$ cat src/rtl/cpu_pc_pkg.sv
// Shared types and constants for the program-counter update stage.
package cpu_pc_pkg;

  typedef enum logic {
    ST_RUN  = 1'b0,
    ST_TRAP = 1'b1
  } pc_state_e;

  localparam logic [31:0] DEF_RESET_VEC = 32'h0000_0000;
  localparam logic [31:0] DEF_TRAP_VEC  = 32'h0000_00FC;

  localparam int unsigned SRC_MDR    = 0;
  localparam int unsigned SRC_ALU    = 1;
  localparam int unsigned SRC_ALUOUT = 2;
  localparam int unsigned SRC_CONCAT = 3;
  localparam int unsigned SRC_EPC    = 4;

endpackage

$ cat src/rtl/pc_update_unit_if.sv
// Control/datapath bundle between the control unit and the PC stage.
interface pc_update_if #(
  parameter int unsigned WIDTH   = 32,
  parameter int unsigned NUM_SRC = 5,
  parameter int unsigned CNT_W   = 16
);
  localparam int unsigned SEL_W = (NUM_SRC > 1) ? $clog2(NUM_SRC) : 1;

  logic [SEL_W-1:0]         sel;
  logic [NUM_SRC*WIDTH-1:0] src_data;
  logic                     pc_write;
  logic                     pc_write_cond;
  logic                     cond_flag;
  logic                     stall;
  logic                     exc_ack;
  logic [WIDTH-1:0]         pc_out;
  logic [WIDTH-1:0]         pc_next;
  logic                     misalign_exc;
  logic [WIDTH-1:0]         bad_addr;
  logic                     sel_err;
  logic                     in_trap;
  logic [CNT_W-1:0]         upd_count;

  modport master (
    output sel, src_data, pc_write, pc_write_cond, cond_flag, stall, exc_ack,
    input  pc_out, pc_next, misalign_exc, bad_addr, sel_err, in_trap, upd_count
  );

  modport slave (
    input  sel, src_data, pc_write, pc_write_cond, cond_flag, stall, exc_ack,
    output pc_out, pc_next, misalign_exc, bad_addr, sel_err, in_trap, upd_count
  );
endinterface

$ cat src/rtl/pc_src_mux.sv
// Flattened-bus source selector; out-of-range select falls back to a given value.
module pc_src_mux #(
  parameter int unsigned WIDTH   = 32,
  parameter int unsigned NUM_SRC = 5
) (
  input  logic [((NUM_SRC > 1) ? $clog2(NUM_SRC) : 1)-1:0] sel,
  input  logic [NUM_SRC*WIDTH-1:0]                          src_data,
  input  logic [WIDTH-1:0]                                  fallback,
  output logic [WIDTH-1:0]                                  data_c,
  output logic                                              sel_ok_c
);

  // Pick src_data[sel]; flag whether sel named a real source.
  always_comb begin
    data_c   = fallback;
    sel_ok_c = 1'b0;
    for (int unsigned i = 0; i < NUM_SRC; i++) begin
      if (32'(sel) == i) begin
        data_c   = src_data[i*WIDTH +: WIDTH];
        sel_ok_c = 1'b1;
      end
    end
  end

endmodule

$ cat src/rtl/pc_update_unit.sv
// Registered PC stage: source select, write enables, alignment trap, load counter.
module pc_update_unit
  import cpu_pc_pkg::*;
#(
  parameter int unsigned      WIDTH      = 32,
  parameter int unsigned      NUM_SRC    = 5,
  parameter int unsigned      ALIGN_BITS = 2,
  parameter logic [WIDTH-1:0] RESET_VEC  = WIDTH'(DEF_RESET_VEC),
  parameter logic [WIDTH-1:0] TRAP_VEC   = WIDTH'(DEF_TRAP_VEC),
  parameter int unsigned      CNT_W      = 16
) (
  input logic          clk,
  input logic          rst_n,
  pc_update_if.slave   bus
);

  localparam logic [WIDTH-1:0] ALIGN_MASK = WIDTH'((64'(1) << ALIGN_BITS) - 64'(1));

  pc_state_e        state_q, state_d;
  logic [WIDTH-1:0] pc_q, pc_d;
  logic [WIDTH-1:0] bad_addr_q, bad_addr_d;
  logic             misalign_q, misalign_d;
  logic             sel_err_q, sel_err_d;
  logic [CNT_W-1:0] cnt_q, cnt_d;

  logic [WIDTH-1:0] pc_next_c;
  logic             sel_ok_c;
  logic             req_c;
  logic             en_c;
  logic             misaligned_c;
  logic             load_c;

  pc_src_mux #(
    .WIDTH   (WIDTH),
    .NUM_SRC (NUM_SRC)
  ) u_src_mux (
    .sel      (bus.sel),
    .src_data (bus.src_data),
    .fallback (pc_q),
    .data_c   (pc_next_c),
    .sel_ok_c (sel_ok_c)
  );

  assign req_c        = bus.pc_write | (bus.pc_write_cond & bus.cond_flag);
  assign en_c         = req_c & ~bus.stall & (state_q == ST_RUN);
  assign misaligned_c = |(pc_next_c & ALIGN_MASK);

  // Next-state, PC load, trap capture and saturating load counter.
  always_comb begin
    state_d    = state_q;
    pc_d       = pc_q;
    bad_addr_d = bad_addr_q;
    misalign_d = 1'b0;
    sel_err_d  = 1'b0;
    cnt_d      = cnt_q;
    load_c     = 1'b0;
    case (state_q)
      ST_RUN: begin
        if (en_c) begin
          if (!sel_ok_c) begin
            sel_err_d = 1'b1;
          end else if (misaligned_c) begin
            pc_d       = TRAP_VEC;
            bad_addr_d = pc_next_c;
            misalign_d = 1'b1;
            state_d    = ST_TRAP;
            load_c     = 1'b1;
          end else begin
            pc_d   = pc_next_c;
            load_c = 1'b1;
          end
        end
      end
      ST_TRAP: begin
        if (bus.exc_ack) begin
          state_d = ST_RUN;
        end
      end
      default: state_d = ST_RUN;
    endcase
    if (load_c && (cnt_q != '1)) begin
      cnt_d = cnt_q + CNT_W'(1);
    end
  end

  // State and output registers.
  always_ff @(posedge clk or negedge rst_n) begin
    if (!rst_n) begin
      state_q    <= ST_RUN;
      pc_q       <= RESET_VEC;
      bad_addr_q <= '0;
      misalign_q <= 1'b0;
      sel_err_q  <= 1'b0;
      cnt_q      <= '0;
    end else begin
      state_q    <= state_d;
      pc_q       <= pc_d;
      bad_addr_q <= bad_addr_d;
      misalign_q <= misalign_d;
      sel_err_q  <= sel_err_d;
      cnt_q      <= cnt_d;
    end
  end

  assign bus.pc_out       = pc_q;
  assign bus.pc_next      = pc_next_c;
  assign bus.misalign_exc = misalign_q;
  assign bus.bad_addr     = bad_addr_q;
  assign bus.sel_err      = sel_err_q;
  assign bus.in_trap      = (state_q == ST_TRAP);
  assign bus.upd_count    = cnt_q;

endmodule
$ cat src/flat_wrapper.sv
// flat-port wrapper written by rule: the top's interface ports become plain ports
module pc_update_unit_flat import cpu_pc_pkg::*;
#(
  parameter int unsigned      WIDTH      = 32,
  parameter int unsigned      NUM_SRC    = 5,
  parameter int unsigned      ALIGN_BITS = 2,
  parameter logic [WIDTH-1:0] RESET_VEC  = WIDTH'(DEF_RESET_VEC),
  parameter logic [WIDTH-1:0] TRAP_VEC   = WIDTH'(DEF_TRAP_VEC),
  parameter int unsigned      CNT_W      = 16
)
  (clk, rst_n, bus_sel, bus_src_data, bus_pc_write, bus_pc_write_cond, bus_cond_flag, bus_stall, bus_exc_ack, bus_pc_out, bus_pc_next, bus_misalign_exc, bus_bad_addr, bus_sel_err, bus_in_trap, bus_upd_count);
  pc_update_if #(.WIDTH(WIDTH), .NUM_SRC(NUM_SRC), .CNT_W(CNT_W)) bus_i ();
  input logic clk;
  input logic rst_n;
  input wire logic [$bits(bus_i.sel)-1:0] bus_sel;
  input wire logic [$bits(bus_i.src_data)-1:0] bus_src_data;
  input wire logic [$bits(bus_i.pc_write)-1:0] bus_pc_write;
  input wire logic [$bits(bus_i.pc_write_cond)-1:0] bus_pc_write_cond;
  input wire logic [$bits(bus_i.cond_flag)-1:0] bus_cond_flag;
  input wire logic [$bits(bus_i.stall)-1:0] bus_stall;
  input wire logic [$bits(bus_i.exc_ack)-1:0] bus_exc_ack;
  output wire logic [$bits(bus_i.pc_out)-1:0] bus_pc_out;
  output wire logic [$bits(bus_i.pc_next)-1:0] bus_pc_next;
  output wire logic [$bits(bus_i.misalign_exc)-1:0] bus_misalign_exc;
  output wire logic [$bits(bus_i.bad_addr)-1:0] bus_bad_addr;
  output wire logic [$bits(bus_i.sel_err)-1:0] bus_sel_err;
  output wire logic [$bits(bus_i.in_trap)-1:0] bus_in_trap;
  output wire logic [$bits(bus_i.upd_count)-1:0] bus_upd_count;
  assign bus_i.sel = bus_sel;
  assign bus_i.src_data = bus_src_data;
  assign bus_i.pc_write = bus_pc_write;
  assign bus_i.pc_write_cond = bus_pc_write_cond;
  assign bus_i.cond_flag = bus_cond_flag;
  assign bus_i.stall = bus_stall;
  assign bus_i.exc_ack = bus_exc_ack;
  assign bus_pc_out = bus_i.pc_out;
  assign bus_pc_next = bus_i.pc_next;
  assign bus_misalign_exc = bus_i.misalign_exc;
  assign bus_bad_addr = bus_i.bad_addr;
  assign bus_sel_err = bus_i.sel_err;
  assign bus_in_trap = bus_i.in_trap;
  assign bus_upd_count = bus_i.upd_count;
  pc_update_unit #(.WIDTH(WIDTH), .NUM_SRC(NUM_SRC), .ALIGN_BITS(ALIGN_BITS), .RESET_VEC(RESET_VEC), .TRAP_VEC(TRAP_VEC), .CNT_W(CNT_W)) u_core (.clk(clk), .rst_n(rst_n), .bus(bus_i));
endmodule
$ cat config.mk
export PLATFORM = sky130hd
export DESIGN_NAME = pc_update_unit_flat
export DESIGN_NICKNAME = d
export VERILOG_FILES = /design/src/rtl/cpu_pc_pkg.sv /design/src/rtl/pc_update_unit_if.sv /design/src/rtl/pc_src_mux.sv /design/src/rtl/pc_update_unit.sv /design/src/flat_wrapper.sv
export SDC_FILE = /design/constraint.sdc
export NUM_CORES = 1
export LEC_CHECK = 0
export ABC_AREA = 1
export BUFFER_PORTS_ARGS = -buffer_cell sky130_fd_sc_hd__buf_2
export CAP_MARGIN = 25
export CORE_UTILIZATION = 45
export CTS_CLUSTER_DIAMETER = 40
export DETAILED_ROUTE_END_ITERATION = 8
export GPL_TIMING_DRIVEN = 0
export PLACE_DENSITY = 0.75
export SLEW_MARGIN = 15
export SYNTH_ARGS = -nofsm -noshare
export SYNTH_HDL_FRONTEND = slang
export SYNTH_HIERARCHICAL = 1
export SYNTH_SLANG_ARGS = --single-unit
export TNS_END_PERCENT = 20
$ cat constraint.sdc
create_clock -name clk -period 2 [get_ports clk]
set_clock_uncertainty 0.15 [all_clocks]
set_input_delay 0.1 -clock clk [delete_from_list [all_inputs] [get_ports clk]]
set_output_delay 0.1 -clock clk [all_outputs]
set_load 0.01 [all_outputs]
* Word level (Yosys, flattened, before mapping)
Cells that the tools add are included.
** Storage, ports and cells
- Output and inout port bits :: 115
- Bits of input ports :: 170
- Logic and storage cells :: 46
- Flip-flop bits (word level) :: 83
** Operators by class
- Bitwise logic cells :: 6
- $add $sub $neg :: 1
- Equal/unequal tests :: 5
- Reductions and logical operators :: 5
- Multiplexer cells :: 23
** Operators with widths (count)
- $mux 32 :: 6
- $add 16x1->16 const B :: 1
- $mux 1 :: 16
- $ne 16x16->1 const B :: 1
- $eq 3x2->1 const B :: 2
- $reduce_and 4->1 :: 1
- $and 1x1->1 :: 3
- $eq 3x1->1 const B :: 1
- $eq 3x3->1 const B :: 1
- $logic_not 3->1 :: 1
- $reduce_and 3->1 :: 1
- $not 1->1 :: 2
- $pmux 1 s2 :: 1
- $reduce_or 2->1 :: 1
- $logic_and 1x1->1 :: 1
- $or 1x1->1 :: 1

* Logic depth before layout (Yosys ltp)
- Word-level depth :: 11
- Depth in mapped cells :: 16
- Gate-level depth less buffers :: 13

* By module
Netlist, hierarchy kept.
** Modules (own cells, without submodules)
- pc_update_unit :: instances 1, area each 3587.2 µm², cells an instance 430, seq. area each 2077.0 µm²
- pc_src_mux :: instances 1, area each 2013.2 µm², cells an instance 466, seq. area each 0.0 µm²

* Worst setup path before layout
OpenSTA, ideal clock, no wires.
- Path kind :: input-to-reg
- Start point :: input bus_sel[2]
- End point :: register u_core.pc_q[23] (netlist: u_core/bus.pc_out[23])
- Stages on the path :: 14
- Data required time :: 1.767 ns
- Path buffers :: 3
- Data arrival time :: 1.707 ns
- Path slack :: 0.060 ns
- Cell sequence :: buf_2 -> inv_4 -> nand2_2 -> nor2_4 -> buf_2 -> nor2_1 -> nand2_1 -> nand2_1 -> nand2_1 -> nand2_1 -> nor2_2 -> clkbuf_1 -> nand2_1 -> o21ai_0
** On the way
- Word-level cells in the longest chain between the ends :: 8
- Elaborated cells on any way between the ends :: 18
- Classes of those cells :: eq/ne (4); mux (11); reduce/logical (3)
** RTL lines
- start, declared :: RTL line flat_wrapper.sv:15 : input wire logic [$bits(bus_i.sel)-1:0] bus_sel;
- $logic_not 3->1 :: RTL line pc_src_mux.sv:18 : if (32'(sel) == i) begin
- $mux 32 (4 in series) :: RTL line pc_src_mux.sv:18
- $mux 32 * :: RTL line pc_src_mux.sv:18
- via bus_pc_next[1] :: RTL line flat_wrapper.sv:23 : output wire logic [$bits(bus_i.pc_next)-1:0] bus_pc_next;
- $reduce_or 2->1 * :: RTL line pc_update_unit.sv:46 : assign misaligned_c = |(pc_next_c & ALIGN_MASK);
- $mux 32 * :: RTL line pc_update_unit.sv:62 : end else if (misaligned_c) begin
- end signal, assigned :: RTL line pc_update_unit.sv:97 : pc_q <= pc_d;
- end, declared :: RTL line pc_update_unit.sv:20 : logic [WIDTH-1:0] pc_q, pc_d;
The timed path passes the listed nets; every way through them passes the cells marked *.
A chain may end at the register's enable or synchronous reset.

* Worst setup path in the final report
- Start point :: register u_core.pc_q[0] (netlist: u_core/bus.pc_out[0])
- End point :: register u_core.pc_q[3] (netlist: u_core/bus.pc_out[3])
** On the way
- Word-level cells in the longest chain between the ends :: 7
** RTL lines (RTL line)
- $mux 32 (5 in series) :: pc_src_mux.sv:18
- $reduce_or 2->1 :: pc_update_unit.sv:46
- $mux 32 :: pc_update_unit.sv:62
Every way passes these cells.

==> impl_metrics.csv <==
group,metric,value,unit
critical_path,cpPeakStageDelay,400,ps
layout,final_nets,1382,
timing,post-route-min-period,1900,ps
route,final_antenna_net_count,0,
power,p_switching,2.58,mW
global_route,antenna_found_initial,6,
clocking,clock_sink_count,83,
global_route,grt_start_max_net_pins,61,
floorplan,design.core.area,0.0121,mm^2
timing,tightestPinTransition,543,ps
power,combPwrFrac,37.0,%
layout,layout-drive-gt1-share,30.6,%
layout,multi_input_area,0.00314,mm^2
floorplan,die_w,114,um
clocking,clkSlewWorstSetupHoldPaths,60,ps
flow_run,maxCapViolations,0,
critical_path,worst_ep_required_time,2070,ps
critical_path,startpoint_type,"flip-flop",
timing,setup_viol,0,
worst_hold_path,min_path_type,"input port to flip-flop",
clocking,clk_root_buffer_cell,"clkbuf_16",
clocking,clk_latency,350,ps
run_status,violations,"design-rule violations",
logic_synthesis,yosys.area_share.simple,47.4,%
timing,hold_violations,0,
global_route,grt_pass1_wl,33800,um
critical_path,path_common_cell,"nand2_1",
logic_synthesis,synth_cells,896,
global_route,grt.overflow.total,0,
timing,hold-worst-slack,12.0,ps
route,firstDrtPassIters,9,
clocking,cts_buffers,9,
place,hpwlAfterDp,16800,um
critical_path,worstSetupPathType,"flip-flop to flip-flop",
power,seq_power_share,36.4,%
route,wl_per_cell,16.3,um
global_route,grt.total_usage,34.6,%
critical_path,crit_path_max_fanout,7,
clocking,cts_tree,"built",
timing,maxSlewHeadroom,63.8,%
floorplan,fp.dieArea,0.0129,mm^2
power,intPower,4.28,mW
timing,fmax,0.526,GHz
layout,final_common_cell,"nand2_1",
place,dpl_cell_area,0.00725,mm^2
critical_path,slowest_stage,"dfrtp_1",
logic_synthesis,synth_area_per_cell,6.25,um^2
critical_path,crit_path_end_kind,"flip-flop",
layout,regArea,0.00208,mm^2
logic_synthesis,synth_seq_cells,83,
timing,period_share,95.1,%
logic_synthesis,synthArstFlopShare,100,%
power,power.density,877,mW/mm^2
place,portBuffers,282,
layout,syn2layout_area_growth,39.6,%
floorplan,boundaryPins,285,
timing,fin_setup_tns,0,ps
place,gp_congestion,0.938,
layout,n_fill_cell,1147,
clocking,h-tree-depth,3,
logic_synthesis,yosysUniqueCellTypes,28,
route,drt-total-wl,22500,um
critical_path,path_buf_inv,2,
logic_synthesis,netlist_area,0.00560,mm^2
floorplan,die_y,114,um
layout,fin_util,64.8,%
global_route,first_global_vias,6493,
layout,fin_area,0.00782,mm^2
clocking,clockBufferDepth,2,
logic_synthesis,syn_nets,1067,
power,worst_ir_drop_vdd,754,uV
logic_synthesis,synth_top_family_by_area,"simple AND/OR/NAND/NOR gates",
route,first_iter_violations,652,
logic_synthesis,ys_seq_area_share,37.1,%
power,clkPwrFrac,26.6,%
power,p_leak,4.41,nW
power,swShare,37.6,%
timing,slew_viol_final,0,
logic_synthesis,synth_compound_area_share,7.22,%
route,viasPerCell,5.14,
critical_path,path_delay_family,"simple AND/OR/NAND/NOR gates",
logic_synthesis,synthAdderAreaFrac,0.223,%
logic_synthesis,synth_warnings,6,
route,drc,17,
critical_path,cp_cell_sequence,"nand2_1 -> nand3_1 -> nand2_1 -> nand2_1 -> nand2_1 -> nand2_1 -> nor2_4 -> buf_4 -> inv_1 -> nor2_1 -> o21ai_0",
route,num_vias,7123,
logic_synthesis,muxShareOfSynthArea,0,%
logic_synthesis,synth_xor_area_share,0.938,%
logic_synthesis,synthFlopType,"dfrtp_1",
critical_path,crit_arrival,1970,ps
run_status,outcome,"finished, violations left",
floorplan,start_util,46.4,%
floorplan,rows,40,
logic_synthesis,synth_edf_count,0,
layout,layout_common_cells,"nand2_1, buf_2, nor2_1",
power groups by stage:
| stage | registers, mW | clock network (mW) | logic (mW) |
|---|---|---|---|
| floorplan | 2.66 | 0 | 1.12 |
| global placement | 2.51 | 0 | 2.41 |
| detailed placement | 2.52 | 0 | 2.46 |
| CTS | 2.50 | 1.85 | 2.51 |
| global route | 2.55 | 1.91 | 2.81 |
| finish | 2.50 | 1.82 | 2.54 |
state kept, by name (all words and copies together), names as in the netlist:
| register | flops |
|---|---|
| u_core/bus.bad_addr | 32 |
| u_core/bus.pc_out | 32 |
| u_core/bus.upd_count | 16 |
| u_core/bus.in_trap | 1 |
| u_core/bus.misalign_exc | 1 |
| u_core/bus.sel_err | 1 |
path summary, 6_finish.rpt:
| check | start | end | slack [ps] | depth (start not counted) |
|---|---|---|---|---|
| worst max-delay path | u_core/bus.pc_out[0]$_DFFE_PN0P_ | u_core/bus.pc_out[3]$_DFFE_PN0P_ | 100 | 11 |
| worst min-delay path | bus_src_data[156] | u_core/bus.bad_addr[28]$_DFFE_PN0P_ | 10 | 5 |
| worst max register to register | u_core/bus.pc_out[0]$_DFFE_PN0P_ | u_core/bus.pc_out[3]$_DFFE_PN0P_ | 100 | 11 |
| worst min register to register | u_core/bus.bad_addr[16]$_DFFE_PN0P_ | u_core/bus.bad_addr[16]$_DFFE_PN0P_ | 320 | 2 |
| max in group asynchronous | rst_n | u_core/bus.pc_out[13]$_DFFE_PN0P_ | 1010 | 3 |
| min in group asynchronous | rst_n | u_core/bus.upd_count[9]$_DFFE_PN0P_ | 50 | 2 |
per-stage QoR:
step	worst slack [ps]	total power, mW	std cells
detailed placement	-609	4.97	1347
global placement	-566	4.92	1346
global route	-19.0	7.26	1385
floorplan	60.1	3.78	896
CTS	4.90	6.85	1380
finish	98.7	6.86	1385
what timing repair did:
item,CTS,global route
pin swaps,1,2
hold endpoints to repair,97,0
hold buffers,16,0
setup endpoints to repair,52,60
resized for setup,6,15
buffers inserted,3,2
synth_stat cells, types with 2 or more instances:
cell,count,area [um^2]
buf_6,5,56.3
nand3_1,73,365
o21ai_0,66,330
nor2_4,4,45.0
clkbuf_1,12,45.0
xor2_1,2,17.5
nor2_2,2,12.5
buf_4,4,30.0
nand4_1,6,37.5
xnor2_1,4,35.0
inv_2,5,18.8
inv_1,20,75.1
nor3_1,32,160
buf_2,33,165
dfrtp_1,83,2080
o21ai_2,4,35.0
nand2_2,2,12.5
o21ai_1,3,15.0
nand2_1,407,1530
nor2_1,121,454
cell type report:
cell class	count	share of cell area, %
Inverter	26	1.28
Clock inverter	2	0.768
Antenna cell	3	0.0960
Tap cell	168	2.69
Clock buffer	12	3.28
Timing Repair Buffer	304	21.0
Sequential cell	83	26.6
Buffer	55	4.16
Multi-Input combinational cell	732	40.2
logic make-up (layout without fill, tap and decap cells):
group,Yosys count,after routing
compound gates,75,75
xor+xnor,6,6
fa+ha+maj,1,1
buf+inv,81,399
flops,83,83
other cells,0,3
simple gates,650,650
per-layer routing:
metal | up-vias | wire length [um] | global-route usage [%]
li1 | 3466 | - | -
met1 | 3203 | 8710 | 42.0
met2 | 388 | 10600 | 57.3
met3 | 60 | 2380 | 10.3
met4 | 6 | 745 | 14.7
met5 | - | 41 | 0
worst min-delay path, cell delays in order:
cell	delay [ps]
buf_2	80
nand2_1	60
nand2_1	120
nand2_1	70
nand2_1	60
No activity file was read; power rests on OpenSTA's default activity.
